[src/rtl/pcm_pkg.sv]
// Shared PCM definitions: scheduler FSM states, requester indices and the
// MODE=0 bank decode used by both the scheduler and the PCM address path.
package pcm_pkg;

  typedef enum logic [1:0] {
    ST_IDLE = 2'd0,
    ST_ADDR = 2'd1,
    ST_WAIT = 2'd2,
    ST_CAPT = 2'd3
  } pcm_state_t;

  localparam logic PORT_RA = 1'b0;
  localparam logic PORT_PA = 1'b1;

  // One-hot-low chip select for the four 1 MiB banks.
  function automatic logic [3:0] bank_decode(input logic [1:0] sel);
    logic [3:0] cs;
    case (sel)
      2'd0:    cs = 4'b1110;
      2'd1:    cs = 4'b1101;
      2'd2:    cs = 4'b1011;
      2'd3:    cs = 4'b0111;
      default: cs = 4'b1111;
    endcase
    return cs;
  endfunction

  function automatic logic [23:0] map_addr(input logic mode, input logic [23:0] addr);
    logic [23:0] a;
    if (mode) begin
      a = addr;
    end else begin
      a = {bank_decode(addr[21:20]), addr[19:0]};
    end
    return a;
  endfunction

endpackage

[src/rtl/pcm_rom_sched_if.sv]
// External V-ROM bus shared by the PCM requesters.
interface pcm_rom_sched_if;
  logic [23:0] ROM_A;
  logic        nROM_OE;
  logic [7:0]  ROM_D;

  modport master (output ROM_A, output nROM_OE, input ROM_D);
  modport slave  (input ROM_A, input nROM_OE, output ROM_D);
endinterface

[src/rtl/pcm_req_slot.sv]
// One-deep request slot: latches a strobed address until granted and flags
// strobes that arrive while a request is still waiting.
module pcm_req_slot (
  input  logic        CLK_68KCLKB,
  input  logic        nRESET,
  input  logic        stb,
  input  logic [23:0] addr,
  input  logic        grant,
  output logic        pend,
  output logic [23:0] pend_addr,
  output logic        ovr
);

  logic        pend_r;
  logic [23:0] addr_r;
  logic        ovr_r;

  // Pending flag, address latch and sticky overrun.
  always_ff @(posedge CLK_68KCLKB or negedge nRESET) begin
    if (!nRESET) begin
      pend_r <= 1'b0;
      addr_r <= 24'h000000;
      ovr_r  <= 1'b0;
    end else if (grant) begin
      // A strobe on the grant edge refills the slot immediately.
      pend_r <= stb;
      if (stb) begin
        addr_r <= addr;
      end
    end else if (stb) begin
      if (pend_r) begin
        ovr_r <= 1'b1;
      end else begin
        pend_r <= 1'b1;
        addr_r <= addr;
      end
    end
  end

  assign pend      = pend_r;
  assign pend_addr = addr_r;
  assign ovr       = ovr_r;

endmodule

[src/rtl/pcm_rom_sched.sv]
// Round-robin scheduler sharing the sample ROM between ADPCM-A and ADPCM-B.
// Each access: ADDR setup cycle, WAIT_CYC cycles of nROM_OE low, then capture.
module pcm_rom_sched
  import pcm_pkg::*;
#(
  parameter int WAIT_CYC = 2
) (
  input  logic                   CLK_68KCLKB,
  input  logic                   nRESET,
  input  logic                   RA_STB,
  input  logic [23:0]            RA_ADDR,
  input  logic                   PA_STB,
  input  logic [23:0]            PA_ADDR,
  input  logic                   MODE,
  pcm_rom_sched_if.master        rom,
  output logic                   RA_ACK,
  output logic                   PA_ACK,
  output logic [7:0]             RA_DATA,
  output logic [7:0]             PA_DATA,
  output logic                   RA_OVR,
  output logic                   PA_OVR,
  output logic                   BUSY
);

  localparam logic [3:0] WAIT_LD = 4'(WAIT_CYC - 1);

  pcm_state_t  state_r, state_s;
  logic        last_r, gnt_port_r;
  logic [3:0]  cnt_r;
  logic [23:0] rom_a_r;
  logic        oe_n_r, ra_ack_r, pa_ack_r, busy_r;
  logic [7:0]  ra_data_r, pa_data_r;

  logic        ra_pend_s, pa_pend_s;
  logic [23:0] ra_addr_s, pa_addr_s;
  logic        sel_pa_s, grant_en_s, ra_grant_s, pa_grant_s, wait_done_s;

  pcm_req_slot u_slot_ra (
    .CLK_68KCLKB (CLK_68KCLKB), .nRESET (nRESET), .stb (RA_STB), .addr (RA_ADDR),
    .grant (ra_grant_s), .pend (ra_pend_s), .pend_addr (ra_addr_s), .ovr (RA_OVR)
  );

  pcm_req_slot u_slot_pa (
    .CLK_68KCLKB (CLK_68KCLKB), .nRESET (nRESET), .stb (PA_STB), .addr (PA_ADDR),
    .grant (pa_grant_s), .pend (pa_pend_s), .pend_addr (pa_addr_s), .ovr (PA_OVR)
  );

  // Arbitration: PA wins only if alone or if RA was served last.
  always_comb begin
    sel_pa_s    = pa_pend_s & (~ra_pend_s | (last_r == PORT_RA));
    grant_en_s  = (ra_pend_s | pa_pend_s) & ((state_r == ST_IDLE) | (state_r == ST_CAPT));
    ra_grant_s  = grant_en_s & ~sel_pa_s;
    pa_grant_s  = grant_en_s & sel_pa_s;
    wait_done_s = (state_r == ST_WAIT) && (cnt_r == 4'd0);
  end

  // Next-state logic; CAPT chains straight into ADDR under demand.
  always_comb begin
    state_s = state_r;
    case (state_r)
      ST_IDLE: state_s = grant_en_s ? ST_ADDR : ST_IDLE;
      ST_ADDR: state_s = ST_WAIT;
      ST_WAIT: state_s = wait_done_s ? ST_CAPT : ST_WAIT;
      ST_CAPT: state_s = grant_en_s ? ST_ADDR : ST_IDLE;
      default: state_s = ST_IDLE;
    endcase
  end

  // State, grant bookkeeping, wait counter and registered bus outputs.
  always_ff @(posedge CLK_68KCLKB or negedge nRESET) begin
    if (!nRESET) begin
      state_r    <= ST_IDLE;
      last_r     <= PORT_PA;
      gnt_port_r <= PORT_RA;
      cnt_r      <= 4'd0;
      rom_a_r    <= 24'h000000;
      oe_n_r     <= 1'b1;
      busy_r     <= 1'b0;
    end else begin
      state_r <= state_s;
      if (grant_en_s) begin
        last_r     <= sel_pa_s;
        gnt_port_r <= sel_pa_s;
        rom_a_r    <= map_addr(MODE, sel_pa_s ? pa_addr_s : ra_addr_s);
      end
      if (state_r == ST_ADDR) begin
        cnt_r <= WAIT_LD;
      end else if ((state_r == ST_WAIT) && (cnt_r != 4'd0)) begin
        cnt_r <= cnt_r - 4'd1;
      end
      oe_n_r <= (state_s != ST_WAIT);
      busy_r <= (state_s != ST_IDLE);
    end
  end

  // Data capture and done pulses for the granted port only.
  always_ff @(posedge CLK_68KCLKB or negedge nRESET) begin
    if (!nRESET) begin
      ra_ack_r  <= 1'b0;
      pa_ack_r  <= 1'b0;
      ra_data_r <= 8'h00;
      pa_data_r <= 8'h00;
    end else begin
      ra_ack_r <= wait_done_s & (gnt_port_r == PORT_RA);
      pa_ack_r <= wait_done_s & (gnt_port_r == PORT_PA);
      if (wait_done_s && (gnt_port_r == PORT_RA)) begin
        ra_data_r <= rom.ROM_D;
      end
      if (wait_done_s && (gnt_port_r == PORT_PA)) begin
        pa_data_r <= rom.ROM_D;
      end
    end
  end

  assign rom.ROM_A   = rom_a_r;
  assign rom.nROM_OE = oe_n_r;
  assign RA_ACK      = ra_ack_r;
  assign PA_ACK      = pa_ack_r;
  assign RA_DATA     = ra_data_r;
  assign PA_DATA     = pa_data_r;
  assign BUSY        = busy_r;

endmodule

[src/flat_wrapper.sv]
// flat-port wrapper written by rule: the top's interface ports become plain ports
module pcm_rom_sched_flat import pcm_pkg::*;
#(
  parameter int WAIT_CYC = 2
)
  (CLK_68KCLKB, nRESET, RA_STB, RA_ADDR, PA_STB, PA_ADDR, MODE, RA_ACK, PA_ACK, RA_DATA, PA_DATA, RA_OVR, PA_OVR, BUSY, rom_ROM_A, rom_nROM_OE, rom_ROM_D);
  pcm_rom_sched_if rom_i ();
  input  logic CLK_68KCLKB;
  input  logic nRESET;
  input  logic RA_STB;
  input  logic [23:0] RA_ADDR;
  input  logic PA_STB;
  input  logic [23:0] PA_ADDR;
  input  logic MODE;
  output logic RA_ACK;
  output logic PA_ACK;
  output logic [7:0] RA_DATA;
  output logic [7:0] PA_DATA;
  output logic RA_OVR;
  output logic PA_OVR;
  output logic BUSY;
  output wire logic [$bits(rom_i.ROM_A)-1:0] rom_ROM_A;
  output wire logic [$bits(rom_i.nROM_OE)-1:0] rom_nROM_OE;
  input wire logic [$bits(rom_i.ROM_D)-1:0] rom_ROM_D;
  assign rom_ROM_A = rom_i.ROM_A;
  assign rom_nROM_OE = rom_i.nROM_OE;
  assign rom_i.ROM_D = rom_ROM_D;
  pcm_rom_sched #(.WAIT_CYC(WAIT_CYC)) u_core (.CLK_68KCLKB(CLK_68KCLKB), .nRESET(nRESET), .RA_STB(RA_STB), .RA_ADDR(RA_ADDR), .PA_STB(PA_STB), .PA_ADDR(PA_ADDR), .MODE(MODE), .rom(rom_i), .RA_ACK(RA_ACK), .PA_ACK(PA_ACK), .RA_DATA(RA_DATA), .PA_DATA(PA_DATA), .RA_OVR(RA_OVR), .PA_OVR(PA_OVR), .BUSY(BUSY));
endmodule
[config.mk]
export PLATFORM = sky130hd
export DESIGN_NAME = pcm_rom_sched_flat
export DESIGN_NICKNAME = d
export VERILOG_FILES = /design/src/rtl/pcm_pkg.sv /design/src/rtl/pcm_rom_sched_if.sv /design/src/rtl/pcm_req_slot.sv /design/src/rtl/pcm_rom_sched.sv /design/src/flat_wrapper.sv
export SDC_FILE = /design/constraint.sdc
export NUM_CORES = 1
export LEC_CHECK = 0
export BUFFER_PORTS_ARGS = -buffer_cell sky130_fd_sc_hd__buf_2
export CORE_MARGIN = 5
export CORE_UTILIZATION = 45
export CTS_BUF_LIST = sky130_fd_sc_hd__clkbuf_8
export DETAILED_ROUTE_END_ITERATION = 16
export PLACE_DENSITY_LB_ADDON = 0.2
export SLEW_MARGIN = 15
export SYNTH_ARGS = -nofsm -noshare
export SYNTH_HDL_FRONTEND = slang
export SYNTH_SLANG_ARGS = --single-unit
[constraint.sdc]
create_clock -name CLK_68KCLKB -period 1.65 [get_ports CLK_68KCLKB]
set_clock_uncertainty 0.1 [all_clocks]
set_input_delay 0.165 -clock CLK_68KCLKB [delete_from_list [all_inputs] [get_ports CLK_68KCLKB]]
set_output_delay 0.165 -clock CLK_68KCLKB [all_outputs]
set_load 0.03 [all_outputs]
Word level (Yosys, flattened, before mapping)
Cells that the tools add are included.
{"block": "classes", "n_addsub": 1, "eq_ne": 9, "mux": 20, "bitwise": 15, "n_reduce_logical": 17}
{"cell": "two-way mux 24 bit", "count": 10}
{"cell": "case mux 4 bit (4 select lines)", "count": 1}
{"cell": "== test 2 bit, second input constant", "count": 4}
{"cell": "two-way mux 4 bit", "count": 2}
{"cell": "nonzero test 2 bit", "count": 4}
{"cell": "AND 1 bit", "count": 6}
{"cell": "two-way mux 1 bit", "count": 6}
{"cell": "inverter 1 bit", "count": 6}
{"cell": "case mux 2 bit (3 select lines)", "count": 1}
{"cell": "AND reduction 3 bit", "count": 2}
{"cell": "== test 2 x 1 -> 1 bit, second input constant", "count": 2}
{"cell": "logical AND 1 bit", "count": 4}
{"cell": "zero test 2 bit", "count": 2}
{"cell": "zero test 4 bit", "count": 1}
{"cell": "inequality test 2 x 1 -> 1 bit, second input constant", "count": 2}
{"cell": "AND reduction 2 bit", "count": 2}
{"cell": "nonzero test 4 bit", "count": 1}
{"cell": "subtractor 4 x 1 -> 4 bit, second input constant", "count": 1}
{"cell": "OR 1 bit", "count": 3}
{"cell": "inequality test 2 bit, second input constant", "count": 1}
{"cell": "OR reduction 2 bit", "count": 1}
{"block": "word_totals", "register_bits": 104, "output_inout_bits": 46}

Longest topological paths before layout
Gate-level depths: netlist of run 1.
{"block": "logic_depth", "depth_word": 7, "ltp_mapped": 7, "ltp_nobuf": 6}

Cells and area by module
From an unflattened synthesis of run 1, not the netlist that was laid out.
{"block": "hier_totals", "cells_unflattened": 290, "hier_area_um2": 4356.7}
{"mod": "pcm_rom_sched", "instances": 1, "cells_per_inst": 176, "area_each_um2": 2204.6, "seq_area_each_um2": 1303.8}
{"mod": "pcm_req_slot", "instances": 2, "cells_per_inst": 57, "area_each_um2": 1076.0, "seq_area_each_um2": 650.6}

Worst setup path before layout of run 1
OpenSTA, ideal clock, no wires.
{"block": "synth_path", "kind": "register -> register", "startpoint": "register u_core.state_r[0]", "endpoint": "register u_core.u_slot_ra.addr_r[0] (netlist: u_core.u_slot_ra.pend_addr[0])", "arrival_ns": 1.550, "setup_slack_ns": -0.125, "stages_incl_launch_ff": 8, "synth_period_minus_slack_ns": 1.775, "path_cell_list": "dfrtp_1 -> inv_1 -> ha_1 -> inv_1 -> o21ai_2 -> nand2_2 -> buf_6 -> mux2_4"}
{"block": "synth_between", "elab_chain_len": 6, "word_cells_on_any_way": 8}
{"item": "from (decl)", "line": "pcm_rom_sched.sv:27", "rtl": "pcm_state_t state_r, state_s;"}
{"item": "from (signal assigned)", "line": "pcm_rom_sched.sv:80", "rtl": "state_r <= state_s;"}
{"item": "== test 2 bit or zero test 2 bit (tied branches)", "line": "pcm_rom_sched.sv:51", "rtl": "grant_en_s = (ra_pend_s | pa_pend_s) & ((state_r == ST_IDLE) | (state_r == ST_CAPT));"}
{"item": "OR 1 bit *", "line": "pcm_rom_sched.sv:51"}
{"item": "AND 1 bit *", "line": "pcm_rom_sched.sv:51"}
{"item": "AND 1 bit *", "line": "pcm_rom_sched.sv:52", "rtl": "ra_grant_s = grant_en_s & ~sel_pa_s;"}
{"item": "inequality test 2 x 1 -> 1 bit (no source line)"}
{"item": "AND reduction 2 bit (no source line)"}
{"item": "to (signal assigned)", "line": "pcm_req_slot.sv:28", "rtl": "addr_r <= addr;"}
{"item": "to (signal assigned)", "line": "pcm_req_slot.sv:35", "rtl": "addr_r <= addr;"}
{"item": "to (decl)", "line": "pcm_req_slot.sv:15", "rtl": "logic [23:0] addr_r;"}
Every way passes the cells marked *; elsewhere a longest branch is shown, timed or not.
A chain may end at the register's enable or synchronous reset.

Final worst setup path of run 1
{"block": "layout_path", "startpoint": "register u_core.state_r[1]", "endpoint": "register u_core.u_slot_ra.addr_r[11] (netlist: u_core.u_slot_ra.pend_addr[11])"}
Same word-level chain as after synthesis.

==> reports/qor.txt, run 1 <==
DRT iter0 DRCs: 65
Worst EP required: 1.81 ns
Power, Total: 0.0149 W
Final Util: 68.9%
Yosys reg bits: 104
Worst slew margin: 70.1%
CTS HTree Levels: 3
WS Path Type: register to register
CP max FO: 8
Routed Antenna Nets: 0
Final WS setup: -0.0940 ns
cell area after synthesis: 4350 sq um
Non-Filler Instances: 631
Syn-to-layout area delta: 48.0%
DRC: 0
Syn Inst Count: 291
startpoint types: register
crit-path max cell delay: 0.42 ns
power per cell area: 2310 nW/um^2
CP Cell Sequence: ha_4 > inv_4 > o21ai_4 > nand2_4 > clkbuf_16 > mux2_4
Die Span Y: 108 um
CP delay by family, top: flip-flops
MaxCap Viol Count: 0
sequential area share after synthesis: 59.9%
initial antenna violation count: 0
syn_nets: 357
layout cells sized above 1: 51.2%
Leakage: 3.13 nW
failing checks: negative setup slack
post-synth cell types: 45
WL per Instance: 17.4 um
routed wire length: 11.0 mm
final worst path period share: 106%
clk_lat worst skew: 0.36 ns
status: finished, violations left
CTS tree: done
core box area: 9330 sq um
crit path buf inv count: 2
Reg clk slew, reported paths: 0.10 ns
Die X: 108 um
final hold slack: 0.0599 ns
Setup Viol. Count Final: 56
largest net degree at the start of global routing: 36
clk buf depth: 2
syn_area_per_cell: 14.9 sq um
GRT Total Usage: 19.1%
HPWL Detailed: 6.71 mm
Peak VDD IR: 1240 uV
placed insts: 544
mean number of vias per cell: 4.97
CP max stage cell: dfrtp_1
yosys warns: 0
TritonRoute pass-1 iters: 4
# rows: 35
Final Hold Viols: 0
worst hold path type: primary input to register
vias in the first global route: 3418
RePlAce Congestion: 0.760
Worst setup EP type: register
CTS buffer count: 9
initial cell density of the core: 46.6%
Ports: 107
RSZ-0062 raised after global routing: true
ys flop type: dfrtp_1
Ant. Diodes: 0
CTS sink cnt: 104
final-report max-slew violation count: 0
final net count: 563
fin crit period: 1.74 ns
input/output buffers: 106
fmax: 0.573 GHz
Overflow after GRT: 0
Worst Max-Slew Pin Slew: 0.448 ns
Post-synth ARST share: 100%
Vias: 3139
Root Driver: clkbuf_8
Post-synth EDFFs: 0
first-pass GRT wire length: 17.3 mm
worst path arrival time: 1.90 ns
Die Area: 11700 sq um
## sequential cells by signal, indices dropped and copies added (netlist names), 2 cells and up
| signal | flops |
|---|---|
| u_core.PA_DATA | 8 |
| u_core.cnt_r | 4 |
| u_core.RA_DATA | 8 |
| u_core.u_slot_ra.pend_addr | 24 |
| u_core.state_r | 2 |
| u_core.rom.ROM_A | 24 |
| u_core.u_slot_pa.pend_addr | 24 |
## final cells by class
cell class | count | area [sq um]
clock buffer | 9 | 124
clock inverter | 7 | 103
fill | 661 | 2900
inverter | 11 | 43.8
multi-input combinational | 169 | 1850
sequential | 104 | 2610
tap | 129 | 161
timing repair buffer | 202 | 1550
## worst paths after layout
path / from / end / slack, ns / cells past startpoint
min: MODE / u_core.rom.ROM_A[23] / 0.06 / 3
min reg2reg: u_core.u_slot_ra.ovr / u_core.u_slot_ra.ovr / 0.37 / 1
max: u_core.state_r[1] / u_core.u_slot_ra.pend_addr[11] / -0.09 / 6
min in group asynchronous: nRESET / u_core.cnt_r[2] / 0.19 / 2
max reg2reg: u_core.state_r[1] / u_core.u_slot_ra.pend_addr[11] / -0.09 / 6
max in group asynchronous: nRESET / u_core.rom.nROM_OE / 0.66 / 3
## what timing repair did
| item | in CTS | in global routing |
|---|---|---|
| setup endpoints to repair | 70 | 90 |
| buffers inserted | 2 | 3 |
| endpoints found under the hold margin | 119 | 0 |
| gates cloned | 4 | 4 |
| pin swaps | 9 | 7 |
| resized for setup | 36 | 19 |
| hold buffers | 59 | 0 |
## placed cells by master, fill, tap and decap left out, types with 3 or more instances in the layout
cell and n:
a21o_1 3, a221o_1 20, and2_0 16, and2_1 4, buf_12 7, buf_2 105
buf_4 23, buf_6 6, clkbuf_8 9, dfrtp_1 102, dlygate4sd3_1 59, ha_1 3
inv_1 9, mux2_2 21, mux2_4 44, mux2i_1 4, nand2_1 3, nor2_1 3
nor2_4 5
## worst reg2reg max path, cell delays in order, from the launching register on
cell       delay [ns]
dfrtp_1          0.42
ha_4             0.35
inv_4            0.05
o21ai_4          0.15
nand2_4          0.11
clkbuf_16        0.18
mux2_4           0.29
## stage by stage
step / cell area (sq um) / worst slack (ns) / TNS, ns
floorplan: 4370 / -0.0162 / -0.323
global route: 6430 / -0.135 / -6.04
detailed placement: 5270 / -0.337 / -12.97
global placement: 5270 / -0.234 / -10.15
CTS: 6270 / -0.148 / -6.87
finish: 6430 / -0.0940 / -3.59
## cells in the mapped netlist (all sizes together) (2+ instances only)
library cell	n	area [sq um]
a21o	3	22.5
a21oi	4	20.0
a221o	20	200
and2	20	125
and4bb	2	25.0
buf	10	87.6
dfrtp	102	2550
dfstp	2	52.6
ha	5	62.6
inv	11	41.3
mux2	65	807
mux2i	4	40.0
nand2	6	32.5
nand2b	2	12.5
nor2	6	32.5
o21ai	6	41.3
or2b	2	15.0
xnor2	2	17.5
## report_power, final
part	total [W]	switching, W	internal, W	leakage (nW)
combinational	0.00845	0.00408	0.00437	1.80
sequential	0.00464	0.000767	0.00388	1.22
clock	0.00176	0.000893	0.000871	0.110
total	0.0149	0.00574	0.00911	3.13
## routing by layer
metal	vias up	share of wire, %	GRT usage, %
met5	-	0	0
met4	0	0.94	4.78
met3	7	6.2	5.07
met2	92	53	34.3
met1	1574	40	22.8
li1	1466	-	-
## cell families after synthesis
group | synth area share (%)
flops | 59.9
mux | 19.5
simple gates | 7.28
compound gates | 8.41
buf+inv | 3.05
fa+ha+maj | 1.44
xor+xnor | 0.403
Note: power is estimated with default switching activity, not from simulation.
==> run 2: changes to the inputs <==
Settings changed: CORE_UTILIZATION 45 to 50.
==> reports/qor.txt, run 2 (synthesis results as in run 1) <==
worst path arrival time: 1.96 ns
MaxCap Viol Count: 0
Worst setup EP type: register
Peak VDD IR: 1080 uV
CTS tree: done
GRT Total Usage: 20.0%
initial antenna violation count: 0
routed wire length: 10.6 mm
Die X: 103 um
setup_tns: -7.82 ns
final worst path period share: 110%
Leakage: 3.12 nW
DRC: 0
vias in the first global route: 3322
fmax: 0.551 GHz
Non-Filler Instances: 608
fin area: 6360 sq um
placed insts: 518
TritonRoute pass-1 iters: 4
# rows: 34
CP Cell Sequence: ha_4 > buf_6 > a21o_1 > nand2_4 > clkbuf_16 > mux2_4
Root Driver: clkbuf_8
Die Span Y: 103 um
layout cells sized above 1: 50.6%
startpoint types: register
Die Area: 10700 sq um
final net count: 561
power per cell area: 2280 nW/um^2
input/output buffers: 106
CP delay by family, top: flip-flops
most frequent cells in the layout: 105 x buf_2, 101 x dfrtp_1, 59 x dlygate4sd3_1, 44 x mux2_4, 21 x mux2_2
WS Path Type: register to register
largest net degree at the start of global routing: 53
Ports: 107
RePlAce Congestion: 0.712
core box area: 8590 sq um
final-report max-slew violation count: 0
Reg clk slew, reported paths: 0.10 ns
Setup Viol. Count Final: 71
DRT iter0 DRCs: 103
WL per Instance: 17.4 um
Vias: 3089
initial cell density of the core: 50.6%
crit-path max cell delay: 0.42 ns
worst hold path type: primary input to register
RSZ-0062 raised after global routing: true
Routed Antenna Nets: 0
Syn-to-layout area delta: 46.4%
CTS buffer count: 9
HPWL Detailed: 6.21 mm
mean number of vias per cell: 5.08
CP max FO: 6
placed instance area: 5220 sq um
Worst EP required: 1.80 ns
Final Hold Viols: 0
status: finished, violations left
CP max stage cell: dfrtp_1
final hold slack: 0.0472 ns
crit path buf inv count: 2
failing checks: negative setup slack
Worst Max-Slew Pin Slew: 0.565 ns
Power, Total: 0.0145 W
Final WS setup: -0.165 ns
Ant. Diodes: 0
clk_lat worst skew: 0.35 ns
Overflow after GRT: 0
first-pass GRT wire length: 16.2 mm
clk buf depth: 2
CTS HTree Levels: 3
Worst slew margin: 62.1%
fin crit period: 1.82 ns
CTS sink cnt: 104
commonest non-fill, non-tap cell in the layout: buf_2
[run 2: cell types whose count changed in the layout (fill, tap and decap cells not counted), sizes merged]
cell / change
buf: -2
bufinv: -2
clkbuf: +2
clkinv: +1
nor2: -1
[run 2: worst min-delay path, stage by stage]
cell	delay (ns)
buf_2	0.14
nand2_1	0.06
a22o_1	0.11
[run 2: cell type report]
cell class / count / area (sq um)
clock inverters: 6 / 42.5
repair buffers: 201 / 1580
flip-flops and latches: 104 / 2610
multi-input cells: 168 / 1820
well taps: 108 / 135
inverters: 11 / 41.3
fillers: 539 / 2230
clock buffers: 10 / 138
[run 2: metrics by stage]
step / setup WS (ns) / utilization, %
6_report: -0.165 / 74.0
5_1_grt: -0.198 / 74.0
4_1_cts: -0.150 / 71.9
3_5_place_dp: -0.333 / 60.7
3_3_place_gp: -0.264 / 60.7
2_1_floorplan: -0.0162 / -
[run 2: timing repair]
item	4_1_cts	5_1_grt
hold endpoints to repair	170	0
hold buffers	59	0
setup endpoints to repair	77	82
setup buffers	5	4
resized for setup	30	17
cloned	3	3
pin swaps	10	4
[run 2: per-layer routing]
metal	share of wire [%]	vias to the layer above	track usage [%]
li1	-	1451	-
met1	41	1535	24.1
met4	1.4	0	5.28
met5	0	-	0
met2	51	91	35.7
met3	5.7	12	5.16
[run 2: worst paths after layout]
path | end | cells past startpoint | start | slack (ns)
min | u_core.rom.ROM_A[23] | 3 | MODE | 0.05
min reg2reg | u_core.u_slot_ra.ovr | 1 | u_core.u_slot_ra.ovr | 0.38
min in group asynchronous | u_core.cnt_r[0] | 2 | nRESET | 0.07
max | u_core.u_slot_pa.pend_addr[4] | 6 | u_core.state_r[1] | -0.17
max in group asynchronous | u_core.rom.nROM_OE | 3 | nRESET | 0.83
max reg2reg | u_core.u_slot_pa.pend_addr[4] | 6 | u_core.state_r[1] | -0.17
[run 2: power by group]
group	internal [W]	switching, W	leakage [nW]	total [W]
clock	0.000600	0.000884	0.0944	0.00148
combinational	0.00440	0.00403	1.80	0.00843
sequential	0.00388	0.000749	1.22	0.00463
